--- src/rtl/cory_monitor.sv ---
// cory_monitor: passive observer of one valid/ready channel.
// Counts transfer/stall/idle cycles with saturating counters, tracks the data
// of the latest transfer, a wrapping sum of transferred data and the longest
// stall run, and raises sticky flags when a stalled beat is withdrawn or has
// its data changed before it is accepted. Nothing is driven onto the channel.
module cory_monitor #(
  parameter int N = 64,
  parameter int C = 32
) (
  input  logic         clk,
  input  logic         i_v,
  input  logic [N-1:0] i_d,
  input  logic         i_r,
  input  logic         reset_n,
  output logic [C-1:0] o_xfer_cnt,
  output logic [C-1:0] o_stall_cnt,
  output logic [C-1:0] o_idle_cnt,
  output logic [N-1:0] o_last_d,
  output logic [N-1:0] o_sum,
  output logic [15:0]  o_max_stall,
  output logic         o_err_drop,
  output logic         o_err_chg
);

  logic [C-1:0] xfer_q,  xfer_d;
  logic [C-1:0] stall_q, stall_d;
  logic [C-1:0] idle_q,  idle_d;
  logic [N-1:0] last_q,  last_d;
  logic [N-1:0] sum_q,   sum_d;
  logic [15:0]  max_q,   max_d;
  logic [15:0]  run_q,   run_d;
  logic         drop_q,  drop_d;
  logic         chg_q,   chg_d;
  logic         pend_q,  pend_d;
  logic [N-1:0] hold_q,  hold_d;

  // Saturating increment for the C-bit cycle counters.
  function automatic logic [C-1:0] sat_inc_c(input logic [C-1:0] v);
    return (v == {C{1'b1}}) ? v : v + C'(1);
  endfunction

  // Saturating increment for the 16-bit stall-run length.
  function automatic logic [15:0] sat_inc_16(input logic [15:0] v);
    return (v == 16'hFFFF) ? v : v + 16'd1;
  endfunction

  // Classify the current cycle and compute every next-state value.
  always_comb begin
    xfer_d  = xfer_q;
    stall_d = stall_q;
    idle_d  = idle_q;
    last_d  = last_q;
    sum_d   = sum_q;
    max_d   = max_q;
    run_d   = run_q;
    drop_d  = drop_q;
    chg_d   = chg_q;
    pend_d  = pend_q;
    hold_d  = hold_q;

    // A beat stalled last cycle: it must still be offered, with the same data.
    if (pend_q) begin
      if (!i_v) begin
        drop_d = 1'b1;
      end else if (i_d != hold_q) begin
        chg_d = 1'b1;
      end
    end

    if (i_v && i_r) begin
      xfer_d = sat_inc_c(xfer_q);
      last_d = i_d;
      sum_d  = sum_q + i_d;
      run_d  = 16'd0;
      pend_d = 1'b0;
    end else if (i_v) begin
      stall_d = sat_inc_c(stall_q);
      pend_d  = 1'b1;
      hold_d  = i_d;
      run_d   = sat_inc_16(run_q);
      if (run_d > max_q) begin
        max_d = run_d;
      end
    end else begin
      idle_d = sat_inc_c(idle_q);
      pend_d = 1'b0;
      run_d  = 16'd0;
    end
  end

  // State registers; asynchronous active-low reset clears everything.
  always_ff @(posedge clk or negedge reset_n) begin
    if (!reset_n) begin
      xfer_q  <= '0;
      stall_q <= '0;
      idle_q  <= '0;
      last_q  <= '0;
      sum_q   <= '0;
      max_q   <= '0;
      run_q   <= '0;
      drop_q  <= 1'b0;
      chg_q   <= 1'b0;
      pend_q  <= 1'b0;
      hold_q  <= '0;
    end else begin
      xfer_q  <= xfer_d;
      stall_q <= stall_d;
      idle_q  <= idle_d;
      last_q  <= last_d;
      sum_q   <= sum_d;
      max_q   <= max_d;
      run_q   <= run_d;
      drop_q  <= drop_d;
      chg_q   <= chg_d;
      pend_q  <= pend_d;
      hold_q  <= hold_d;
    end
  end

  assign o_xfer_cnt  = xfer_q;
  assign o_stall_cnt = stall_q;
  assign o_idle_cnt  = idle_q;
  assign o_last_d    = last_q;
  assign o_sum       = sum_q;
  assign o_max_stall = max_q;
  assign o_err_drop  = drop_q;
  assign o_err_chg   = chg_q;

endmodule

--- config.mk ---
export PLATFORM = sky130hd
export DESIGN_NAME = cory_monitor
export DESIGN_NICKNAME = d
export VERILOG_FILES = /design/src/rtl/cory_monitor.sv
export SDC_FILE = /design/constraint.sdc
export NUM_CORES = 1
export LEC_CHECK = 0
export ABC_AREA = 1
export CAP_MARGIN = 25
export CELL_PAD_IN_SITES_DETAIL_PLACEMENT = 1
export CELL_PAD_IN_SITES_GLOBAL_PLACEMENT = 1
export CORE_MARGIN = 3
export CORE_UTILIZATION = 36
export DETAILED_ROUTE_END_ITERATION = 8
export GPL_TIMING_DRIVEN = 0
export PLACE_DENSITY_LB_ADDON = 0.1
export SYNTH_ARGS = -nofsm -noshare
export SYNTH_HDL_FRONTEND = slang
export SYNTH_SLANG_ARGS = --single-unit
--- constraint.sdc ---
create_clock -name clk -period 2.7 [get_ports clk]
set_input_delay 0.54 -clock clk [delete_from_list [all_inputs] [get_ports clk]]
set_output_delay 0.54 -clock clk [all_outputs]
set_load 0.02 [all_outputs]
==> out/metrics.csv <==
metric,value,unit
synthesis-stage register bit count,323,
synthesized instance count,3112,
number of endpoints failing setup at the final stage,16,
final count of pins violating max slew,0,
Util after Layout,48.0,%
start of the worst register-to-register path,run_q[9]$_DFF_PN0_,
per-instance average area after synthesis,6.77,um^2
post-detail-place hpwl,68.2,mm
total area of multi-input combinational cells,11600,um^2
Async SR Flop Fraction,100,%
top cell types by occurrence after synthesis,"nand2_1, inv_1, dfrtp_1, nor2_1, o21ai_0",
Worst Path Max Fanout,10,
Max Cap Viol,0,
Critical Path Source Type,flop,
worst slew margin relative to its limit,32.4,%
worst hold path type,input port to asynchronous set/reset pin,
minimum period implied by the final worst setup slack,2.89,ns
ANT nets after route,0,
Placed Instance Area,25200,um^2
peak supply drop,564,uV
post-route clock period utilization,107,%
clk_lat worst skew,0.57,ns
failing checks,setup timing,
Boundary Pins,310,
Worst Tran Pin Value,1.01,ns
Detailed Route WL,86.6,mm
crit path max-delay cell type,dfrtp_1,
Initial DRC Count,1122,
number of antenna violations at the first check in global routing,5,
Post-CTS Hold Buffers,0,
global-route congestion overflow total,0,
most common flop cell mapped by yosys,dfrtp_1,
final setup TNS,-2.49,ns
Max Clk Rate,346,MHz
TritonCTS Buffers,41,
most area-consuming cells after synthesis,"dfrtp_1, nand2_1, inv_1, ha_1, nor2_1",
required time of the critical path,3.20,ns
clock tree from TritonCTS,yes,
layout cell share with drive strength beyond 1,7.44,%
Netlist cell types,40,
Crit Reg-Reg Endpoint,o_max_stall[6]$_DFFE_PN0P_,
stage delay of the slowest cell on the critical path,0.41,ns
final worst-path setup slack,-0.190,ns
residual DRC count,0,
"Worst Path Class, Setup",flop to flop,
first-pass GRT wire length,131,mm
die area,61500,um^2
total track usage,27.5,%
gp weighted congestion,0.926,
share of the yosys chip area belonging to registers,38.4,%
status,finished with violations,
count of clock tree sinks,323,
Longest Clk Path Bufs,3,
CP Cell Sequence,"nand2_1, nor2_1, nand4_1, nor2_2, inv_2, clkbuf_8, nand2_1, ha_4, a21oi_1, o21ai_0, o21bai_1, nand3_2, nand2_4, buf_6, nand2_2, nand2_2",
synth warn,0,
worst-case reg-to-reg path depth,16,
number of levels in the clock H-tree,2,
netlist area before placement,21100,um^2
vias in the first global route,22600,
routed vias/inst,5.07,
cell type with the largest total area after synthesis,dfrtp_1,
Core ar.,57800,um^2
IO buf count,309,
largest net degree at the start of global routing,112,
final hold viol count,0,
most common cell in the synthesized netlist,nand2_1,
width of the die,248,um
setup repair after global routing missed its margin,yes,
post-synth net total,3264,
via total after detailed routing,21800,
DR WL/cell,20.1,um
"EDFF count, synth",0,
Area growth syn-to-layout,31.7,%
Power Dens Cells,874,nW/um^2
arrival time of data at the critical path endpoint,3.39,ns
"reg-to-reg slack, setup",-0.19,ns
clock slew at the register clock pins of the worst setup and hold paths,0.06,ns
cell at the root of the clock tree,clkbuf_16,
fillcell total,7324,
Total Nets Final,3660,
Synth top area share,38.4,%
number of iterations in the first detailed-routing pass,5,
category of the worst setup path capture point,flop,
Finished Cell Area,27800,um^2
area of all sequential standard cells,8090,um^2
Leak Pwr,0.0140,uW
vertical extent of the die,248,um
number of rows created at floorplan,88,
worst clock skew,0.0258,ns
initial core utilization,36.4,%
[kinds of logic after synthesis]
logic type	count (synthesis)	share of synthesized area (%)
DFF	323	38.4
AOI/OAI and AO/OA	274	6.64
xor gates and xnor gates	156	6.49
and+or+nand+nor	1702	33.1
buffers and inverters	573	10.4
adders and majority gates	84	5.02
[metrics by stage]
stage                     instances  total power [uW]  hold slack (ns)  setup WS, ns
after floorplan                3112             13300            0.244       0.00193
after global placement         4186             17600            0.459        -13.95
after detailed placement       4189             17900            0.475        -0.981
after CTS                      4285             23900           0.0807        -0.132
after global routing           4306             25900            0.121        -0.337
final                          4306             24300           0.0596        -0.190
[worst max path at each step]
| stage | depth (start not counted) | startpoint | slack (ns) | end |
|---|---|---|---|---|
| 6_report | 16 | run_q[9]$_DFF_PN0_ | -0.19 | o_max_stall[6]$_DFFE_PN0P_ |
| 3_5_place_dp | 15 | i_d[0] | -0.98 | o_sum[62]$_DFFE_PN0P_ |
| 4_1_cts | 17 | run_q[1]$_DFF_PN0_ | -0.13 | o_max_stall[9]$_DFFE_PN0P_ |
| 3_3_place_gp | 1 | reset_n | -13.95 | o_xfer_cnt[22]$_DFFE_PN0P_ |
| 2_1_floorplan | 17 | run_q[0]$_DFF_PN0_ | 0.002 | o_max_stall[5]$_DFFE_PN0P_ |
| 5_1_grt | 16 | run_q[9]$_DFF_PN0_ | -0.34 | o_max_stall[7]$_DFFE_PN0P_ |
[final cells by class]
| type | instances | area share (%) |
|---|---|---|
| Timing Repair Buffer | 353 | 12.7 |
| Multi-Input combinational cell | 2216 | 41.7 |
| Buffer | 60 | 1.13 |
| Inverter | 513 | 6.94 |
| Clock inverter | 12 | 0.708 |
| Tap cell | 765 | 3.45 |
| Antenna cell | 4 | 0.0361 |
| Clock buffer | 60 | 4.17 |
| Sequential cell | 323 | 29.1 |
[cells in the final DEF (no fill, tap or decap), drive strengths merged]
master         synthesis  layout
nand2               1133    1133
inv                  513     515
dfrtp                323     323
clkdlybuf4s50          0     295
nor2                 252     252
o21ai                203     203
nand3                152     152
clkbuf                42     101
nor3                  88      88
xor2                  84      84
ha                    83      83
xnor2                 72      72
buf                   18      63
a21oi                 62      62
nand4                 45      45
nand3b                14      14
dlymetal6s2s           0      13
nor4                  10      10
bufinv                 0       5
clkinv                 0       5
diode                  0       4
o21bai                 4       4
or2                    2       2
nor3b                  2       2
and3                   2       2
o211a                  2       2
clkdlybuf4s15          0       1
and2                   1       1
a21boi                 1       1
a211oi                 1       1
nor4b                  1       1
a21o                   1       1
fa                     1       1
[timing repair]
action	in CTS	in global routing
buffers inserted	21	17
resized for setup	81	101
setup endpoints to repair	33	45
gates cloned	3	0
pin swaps	37	32
[power by group]
group,internal [uW],switching (uW)
sequential,5740,1020
combinational,4440,7370
clock,3450,2240
[registers in the layout, summed over array words and instances (netlist names), 16 cells and up]
register,flops
o_max_stall,16
o_last_d,64
o_idle_cnt,32
o_stall_cnt,32
run_q,16
o_xfer_cnt,32
o_sum,64
hold_q,64
[critical path, delay by kind of cell (launching register included)]
kind	cells	cell delay (ns)
simple gates	9	1.27
compound gates	3	0.48
buf+inv	3	0.43
flops	1	0.41
fa+ha+maj	1	0.23
[routing by layer]
layer | global-route usage [%] | share of wire (%) | up-vias
li1 | - | - | 10400
met1 | 37.4 | 45 | 10900
met2 | 46.3 | 48 | 426
met3 | 2.97 | 4.7 | 126
met4 | 8.12 | 2.9 | 0
met5 | 0 | 0 | -
Note: power is estimated with default switching activity, not from simulation.
